`src/rtl/prewitt_pkg.sv`:
```
// Shared defaults, pixel type and counter-width helpers for the Prewitt window generator.
package prewitt_pkg;

    localparam int unsigned DATA_W_DEF = 8;
    localparam int unsigned IMG_W_DEF  = 64;
    localparam int unsigned IMG_H_DEF  = 64;

    typedef logic [DATA_W_DEF-1:0] pixel_t;

    // Counter width for a 0..n-1 range; never narrower than one bit.
    function automatic int unsigned cnt_w(input int unsigned n);
        return (n > 1) ? $clog2(n) : 1;
    endfunction

    localparam int unsigned COL_W = cnt_w(IMG_W_DEF);
    localparam int unsigned ROW_W = cnt_w(IMG_H_DEF);

endpackage

```
`src/rtl/prewitt_line_buf.sv`:
```
// One image line of storage: synchronous write, combinational read, so a read and a write
// to the same address in one cycle return the old contents.
module prewitt_line_buf
    import prewitt_pkg::*;
#(
    parameter int unsigned DEPTH = IMG_W_DEF,
    parameter int unsigned WIDTH = DATA_W_DEF,
    parameter int unsigned AW    = cnt_w(DEPTH)
) (
    input  logic             clk,
    input  logic             we,
    input  logic [AW-1:0]    addr,
    input  logic [WIDTH-1:0] wdata,
    output logic [WIDTH-1:0] rdata
);

    logic [WIDTH-1:0] mem [DEPTH];

    always_ff @(posedge clk) begin
        if (we) begin
            mem[addr] <= wdata;
        end
    end

    assign rdata = mem[addr];

endmodule

```
`src/rtl/prewitt_window_gen.sv`:
```
// Streaming 3x3 window generator: two line buffers plus a 3x3 shift register, emitting only
// fully-interior windows. Define PREWITT_WIN_FLAGS_EN to add the win_eol/win_eof outputs.
module prewitt_window_gen
    import prewitt_pkg::*;
#(
    parameter int unsigned DATA_W = DATA_W_DEF,
    parameter int unsigned IMG_W  = IMG_W_DEF,
    parameter int unsigned IMG_H  = IMG_H_DEF
) (
    input  logic              clk,
    input  logic              rst,
    input  logic              in_valid,
    input  logic              in_sof,
    input  logic [DATA_W-1:0] in_pix,
`ifdef PREWITT_WIN_FLAGS_EN
    output logic              win_eol,
    output logic              win_eof,
`endif
    output logic              out_valid,
    output logic [DATA_W-1:0] p1,
    output logic [DATA_W-1:0] p2,
    output logic [DATA_W-1:0] p3,
    output logic [DATA_W-1:0] p4,
    output logic [DATA_W-1:0] p5,
    output logic [DATA_W-1:0] p6,
    output logic [DATA_W-1:0] p7,
    output logic [DATA_W-1:0] p8,
    output logic [DATA_W-1:0] p9
);

    localparam int unsigned COL_BITS = cnt_w(IMG_W);
    localparam int unsigned ROW_BITS = cnt_w(IMG_H);

    logic [COL_BITS-1:0] col_q, col_d, col_eff;
    logic [ROW_BITS-1:0] row_q, row_d, row_eff;
    logic                col_last, row_last, win_ok;
    logic [DATA_W-1:0]   old_rd, mid_rd;

    // in_sof forces the current pixel to (0,0) regardless of where the counters were.
    always_comb begin
        col_eff  = in_sof ? '0 : col_q;
        row_eff  = in_sof ? '0 : row_q;
        col_last = (col_eff == COL_BITS'(IMG_W - 1));
        row_last = (row_eff == ROW_BITS'(IMG_H - 1));
        win_ok   = (row_eff >= ROW_BITS'(2)) && (col_eff >= COL_BITS'(2));
        col_d    = col_q;
        row_d    = row_q;
        if (in_valid) begin
            if (col_last) begin
                col_d = '0;
                row_d = row_last ? '0 : row_eff + ROW_BITS'(1);
            end else begin
                col_d = col_eff + COL_BITS'(1);
                row_d = row_eff;
            end
        end
    end

    prewitt_line_buf #(
        .DEPTH (IMG_W),
        .WIDTH (DATA_W),
        .AW    (COL_BITS)
    ) lb_old (
        .clk   (clk),
        .we    (in_valid && !rst),
        .addr  (col_eff),
        .wdata (mid_rd),
        .rdata (old_rd)
    );

    prewitt_line_buf #(
        .DEPTH (IMG_W),
        .WIDTH (DATA_W),
        .AW    (COL_BITS)
    ) lb_mid (
        .clk   (clk),
        .we    (in_valid && !rst),
        .addr  (col_eff),
        .wdata (in_pix),
        .rdata (mid_rd)
    );

    always_ff @(posedge clk) begin
        if (rst) begin
            col_q     <= '0;
            row_q     <= '0;
            out_valid <= 1'b0;
            p1 <= '0; p2 <= '0; p3 <= '0;
            p4 <= '0; p5 <= '0; p6 <= '0;
            p7 <= '0; p8 <= '0; p9 <= '0;
        end else begin
            col_q     <= col_d;
            row_q     <= row_d;
            out_valid <= in_valid && win_ok;
            if (in_valid) begin
                p1 <= p2; p2 <= p3; p3 <= old_rd;
                p4 <= p5; p5 <= p6; p6 <= mid_rd;
                p7 <= p8; p8 <= p9; p9 <= in_pix;
            end
        end
    end

`ifdef PREWITT_WIN_FLAGS_EN
    always_ff @(posedge clk) begin
        if (rst) begin
            win_eol <= 1'b0;
            win_eof <= 1'b0;
        end else begin
            win_eol <= in_valid && win_ok && col_last;
            win_eof <= in_valid && win_ok && col_last && row_last;
        end
    end
`endif

endmodule

```
`config.mk`:
```
export PLATFORM = sky130hd
export DESIGN_NAME = prewitt_window_gen
export DESIGN_NICKNAME = d
export VERILOG_FILES = /design/src/rtl/prewitt_pkg.sv /design/src/rtl/prewitt_line_buf.sv /design/src/rtl/prewitt_window_gen.sv
export SDC_FILE = /design/constraint.sdc
export NUM_CORES = 1
export LEC_CHECK = 0
export ABC_AREA = 0
export ABC_CLOCK_PERIOD_IN_PS = 15700
export BUFFER_PORTS_ARGS = -buffer_cell sky130_fd_sc_hd__buf_2
export CORE_MARGIN = 3
export CORE_UTILIZATION = 63
export DETAILED_ROUTE_END_ITERATION = 7
export HOLD_SLACK_MARGIN = 0.1
export PLACE_DENSITY = 0.8
export SLEW_MARGIN = 20
export SYNTH_ARGS = -nofsm -noshare
export SYNTH_HDL_FRONTEND = slang
export SYNTH_SLANG_ARGS = --single-unit
```
`constraint.sdc`:
```
create_clock -name clk -period 15.7 [get_ports clk]
set_clock_uncertainty 0.2 [all_clocks]
set_input_delay 3.14 -clock clk [delete_from_list [all_inputs] [get_ports clk]]
set_output_delay 3.14 -clock clk [all_outputs]
set_load 0.01 [all_outputs]
```
-- Yosys cells after proc, flatten, opt, wreduce, memory -nomap -nowiden
Memories as Yosys holds them, arrays and structs flattened. A register that Yosys moved wholly into a read port is not among the register bits.
Index checks and enable logic that the tools add are counted.
- word-level logic and storage cells: 30
- memories kept: 2
- register bits: 77
- RAM bits: 1024
- output and inout port bits: 73
- bits of input ports: 12
- add/sub/neg operators: 2
- $lt $le $gt $ge: 2
- multiplexer cells: 7
- reductions and logical operators: 4
- eq/ne operators: 2
- memory list (name ; words ; bits a word ; rd ports ; clocked after Yosys merged registers in ; wr ports ; line ; source):
    lb_mid.mem ; 64 ; 8 ; 1 ; 0 ; 1 ; prewitt_line_buf.sv:17 ; logic [WIDTH-1:0] mem [DEPTH];
    lb_old.mem ; 64 ; 8 ; 1 ; 1 ; 1 ; prewitt_line_buf.sv:17 ;
- operators by type and width (operator ; count):
    6-bit two-way mux ; 5
    6-bit by 1-bit adder with 6-bit output, second input constant ; 2
    6-bit == test, second input constant ; 2
    6-bit by 2-bit >= comparator with 1-bit output, second input constant ; 2
    1-bit logical AND ; 3
    1-bit two-way mux ; 2
    1-bit logical NOT ; 1

-- Logic depth before layout (Yosys ltp)
- depth in word-level cells: 4
- mapped depth: 15
- depth with buffers taken out: 10

-- Cells and area by module
A second synthesis with hierarchy kept.
- cell total of the unflattened synthesis: 2656
- area total of the unflattened synthesis: 43874.6 um2
- modules (own cells, without submodules) (module ; seq. area each (um2) ; area an instance (um2) ; cells an instance ; instances):
    prewitt_line_buf ; 15374.7 ; 20289.5 ; 1163 ; 2
    prewitt_window_gen ; 1701.6 ; 3295.7 ; 330 ; 1

-- Worst setup path after synthesis
No wires, ideal clock.
- kind: input port to flip-flop
- from: input in_sof
- to: memory lb_old.mem[0][0] (netlist bit), data pin
- data arrival time: 7.063 ns
- library setup time: 0.738 ns
- data required time: 14.762 ns
- buffers on the path: 4
- path slack: 7.699 ns
- stages: 9
- path through: buf_4 buf_4 buf_4 buf_2 nor4b_1 a31oi_1 o22ai_1 nor3_1 o311ai_1
- word-level cells in the longest chain between the ends: 2
- RTL lines (element ; line ; source):
    start: declaration ; prewitt_window_gen.sv:13 ; input logic in_sof,
    6-bit two-way mux ; prewitt_window_gen.sv:41 ; col_eff = in_sof ? '0 : col_q;
    memory read 64 x 8 bit ; n/a ;
    net lb_mid.rdata[0] ; prewitt_line_buf.sv:14 ; output logic [WIDTH-1:0] rdata
    end: declaration ; prewitt_line_buf.sv:17 ;
The timed path passes the listed nets, and every way through them passes these cells.

-- Final worst setup path
- from: input in_sof
- to: register p6[1]
- word-level cells in the longest chain between the ends: 2
- RTL lines (element ; line ; source):
    6-bit two-way mux ; prewitt_window_gen.sv:41 ;
    memory read 64 x 8 bit ; n/a ;
    net lb_mid.rdata[1] ; prewitt_line_buf.sv:14 ;
    end signal: assignment ; prewitt_window_gen.sv:97 ; p4 <= p5; p5 <= p6; p6 <= mid_rd;
    end: declaration ; prewitt_window_gen.sv:25 ; output logic [DATA_W-1:0] p6,
The timed path passes the listed nets, and every way through them passes these cells.
A chain may end at the register's enable or synchronous reset.

==> reports/qor.yml <==
clock_network:
  clkTransAtPathRegs_ps: 70
  cts_sinks: 1109
  insertion_delay_ps: 680
  cts_setup_buffers: 0
  cts_tree: "yes"
  htreeDepth: 3
  cts_buffer_depth: 3
  postCtsHoldBufs: 0
  cts_root_buf: "clkbuf_16"
  ctsResizeCount: 0
  numCtsBuffers: 105
grt:
  grt_max_degree: 73
  gr-total-overflow: 0
  grt_pass1_vias: 25840
  grt.total_usage_pct: 33.83
  antenna_found_initial: 4
  grt_first_pass_wirelength_um: 178900
floorplan:
  rows: 95
  pin_count: 85
  die-area_mm2: 0.07257
  initial_core_util_pct: 64.28
  placeableCoreArea_mm2: 0.06799
  dieWidth_um: 269.4
  die_h_um: 269.4
setup_path:
  path_max_fanout: 65
  crit_top_cell: "buf_4"
  slowest_stage: "or4_4"
  path_cells: "buf_4 > or3b_4 > buf_4 > buf_4 > o22ai_1 > a2111oi_0 > o22ai_1 > or4_4 > a22o_1"
  rr_endpoint: "lb_old.mem[6][4]"
  reg2reg_slack_ps: 9290
  cpPeakStageDelay_ps: 920
  cp_num_buf_inv: 3
  reg2reg_depth: 10
  reg2reg_from: "col_q[0]"
  critPathTopFamily: "buffers and inverters"
  crit_arrival_ps: 7930
  startpoint_type: "input port"
  end_kind: "flop"
  critical_path_required_ps: 16060
  crit_type: "input port to flop"
place:
  dp_hpwl_um: 71200
  port_buffers: 84
  postPlaceCellArea_mm2: 0.04540
  gp_congestion: 0.9628
sta:
  fin_crit_ps: 7573
  hold_ws_ps: 287.6
  tightest_slew_ps: 1183
  setup-violations-final: 0
  rsz0062_at_grt: "false"
  hold_viol: 0
  fin_crit_sh_pct: 48.23
  slew_violations: 0
  fmax_mhz: 132.1
  tns_ps: 0
  slew_headroom_pct: 21.15
pwr:
  clockPowerShare_pct: 41.2
  worst_ir_drop_vdd_uv: 79.09
  p_leak_nw: 16.11
  p_total_mw: 6.077
  power_frac_comb_pct: 5.0
  netSwitchingFraction_pct: 21.66
  netSwitchingPower_mw: 1.316
  seq_power_share_pct: 53.8
  powerDensity_mw_per_mm2: 124.4
  p_int_mw: 4.761
final_layout:
  synthToLayoutAreaGrowth_pct: 11.76
  final_util_pct: 71.84
  layout_commonest_cell: "edfxtp_1"
  fin_nets: 2856
  final_cell_mix: "edfxtp_1 (1024), mux2i_1 (362), nor2_1 (157), buf_4 (125), clkbuf_16 (110)"
  final_cell_area_mm2: 0.04885
  drive_gt1_share_pct: 14.56
  antenna_cells: 0
drt:
  vias_per_cell: 6.969
  postRouteAntennaNets: 0
  dr.pass1.iters: 6
  drtIter0Drc: 4179
  wl_um: 123800
  vias: 26850
  drc: 0
  drt-wirelength-per-cell_um: 32.14
logic_synthesis:
  synthDistinctLibCells: 79
  yosys_warnings: 0
  syn_inst: 2714
  async_flop_share_pct: 0
  ys_ff_latch: 1109
  synth_edf_count: 1024
  syn_area_mm2: 0.04371
  syn_nets: 2728
  yosysSeqAreaShare_pct: 74.25
  avgSynthCellArea_um2: 16.10
  ys.flop_type: "edfxtp_1"
outcome:
  status: "finished, final reports clean"
min_path:
  worstHoldPathType: "flop to flop"
  whs_endpoint: "row_q[0]"
  holdPathStages: 2
  min-delay-start: "row_q[0]"
run:
  drv_cap: 0
## worst max path at each step
stage | cells past startpoint | slack, ps | start | endpoint
final | 9 | 8130 | in_sof | p6[1]
after detailed placement | 9 | 7610 | in_sof | p6[1]
after global placement | 9 | 7670 | in_sof | p6[1]
after CTS | 9 | 8290 | in_sof | p6[1]
after floorplan | 9 | 7700 | in_sof | lb_old.mem[0][0]
after global routing | 9 | 8110 | in_sof | p6[1]
## per-layer routing
metal / global-route usage, % / vias up / wire length, um
met5: 0 / - / 26
met4: 17.13 / 4 / 6657
met2: 50.89 / 2224 / 55810
li1: - / 11080 / -
met3: 8.455 / 379 / 17210
met1: 46.60 / 13170 / 44140
## layout make-up
cell class	count	area (um2)
Multi-Input combinational cell	1412	10410
Clock buffer	130	2872
Fill cell	4113	19140
Sequential cell	1109	32460
Timing Repair Buffer	208	1364
Inverter	6	23.77
Clock inverter	67	565.5
Tap cell	921	1152
## cells in the mapped netlist, types with 5 or more instances
master     count  share of area (%)
nand2b_1      25               0.36
or3b_2         7               0.14
nor4_1         6              0.086
a2111oi_0     16               0.32
o21ai_0       92                1.1
o221ai_1       7               0.14
clkbuf_1      91               0.78
nand3b_1      30               0.52
a22o_1        94                1.9
dfxtp_1       85                3.9
nor4b_1        6               0.12
and3b_1        6               0.12
o22a_1         6               0.12
o211ai_1      24               0.41
a211oi_1      74                1.3
o31ai_1       11               0.19
and3_1        10               0.14
o22ai_1      108                1.5
mux2_2        19               0.49
a31oi_1        7               0.10
a21oi_1       54               0.62
nor2b_1       16               0.23
a22oi_1       25               0.43
mux2i_1      362                8.3
o2bb2ai_1     22               0.44
buf_1          7              0.060
nor3_1        23               0.26
a221oi_1      11               0.22
buf_2         59               0.68
nand2_1       88               0.76
edfxtp_1    1024                 70
buf_4         24               0.41
nor2_1       159                1.4
and2_1         8               0.11
buf_6          6               0.15
nand3_1       15               0.17
a222oi_1       5               0.11
## power groups by stage
| stage | clock network, mW | registers, mW | logic [mW] |
|---|---|---|---|
| after detailed placement | 0 | 3.33 | 0.294 |
| after CTS | 2.51 | 3.27 | 0.295 |
| after floorplan | 0 | 3.33 | 0.171 |
| after global placement | 0 | 3.33 | 0.285 |
| final | 2.51 | 3.27 | 0.304 |
| after global routing | 2.64 | 3.27 | 0.315 |
## worst min-delay path: cells and delay by family (launching register included)
| kind | cells | cell delay, ps |
|---|---|---|
| AOI/OAI and AO/OA | 1 | 60 |
| DFF | 1 | 320 |
| and+or+nand+nor | 1 | 60 |
## state kept, by name (all words and copies together) (netlist names), 6 cells and up
name	flops
col_q	6
lb_mid.mem	512
lb_old.mem	512
p1	8
p2	8
p3	8
p4	8
p5	8
p6	8
p7	8
p8	8
p9	8
row_q	6
## kinds of logic (layout without fill, tap and decap cells)
logic type	count (synthesis)	in the layout	synth area share (%)
adder cells (fa/ha/maj)	2	2	0.05724
AO/OA/AOI/OAI	599	599	9.773
buffers and inverters	193	411	2.136
AND/OR/NAND/NOR	428	428	4.904
flip-flops	1109	1109	74.25
multiplexers	383	383	8.883
## per-stage QoR
| stage | setup WS [ps] | cells |
|---|---|---|
| 2_1_floorplan | 7699 | 2714 |
| 3_3_place_gp | 7671 | 3655 |
| 3_5_place_dp | 7608 | 3656 |
| 4_1_cts | 8292 | 3853 |
| 5_1_grt | 8115 | 3853 |
| 6_report | 8127 | 3853 |
(Power assumes the default switching activity.)
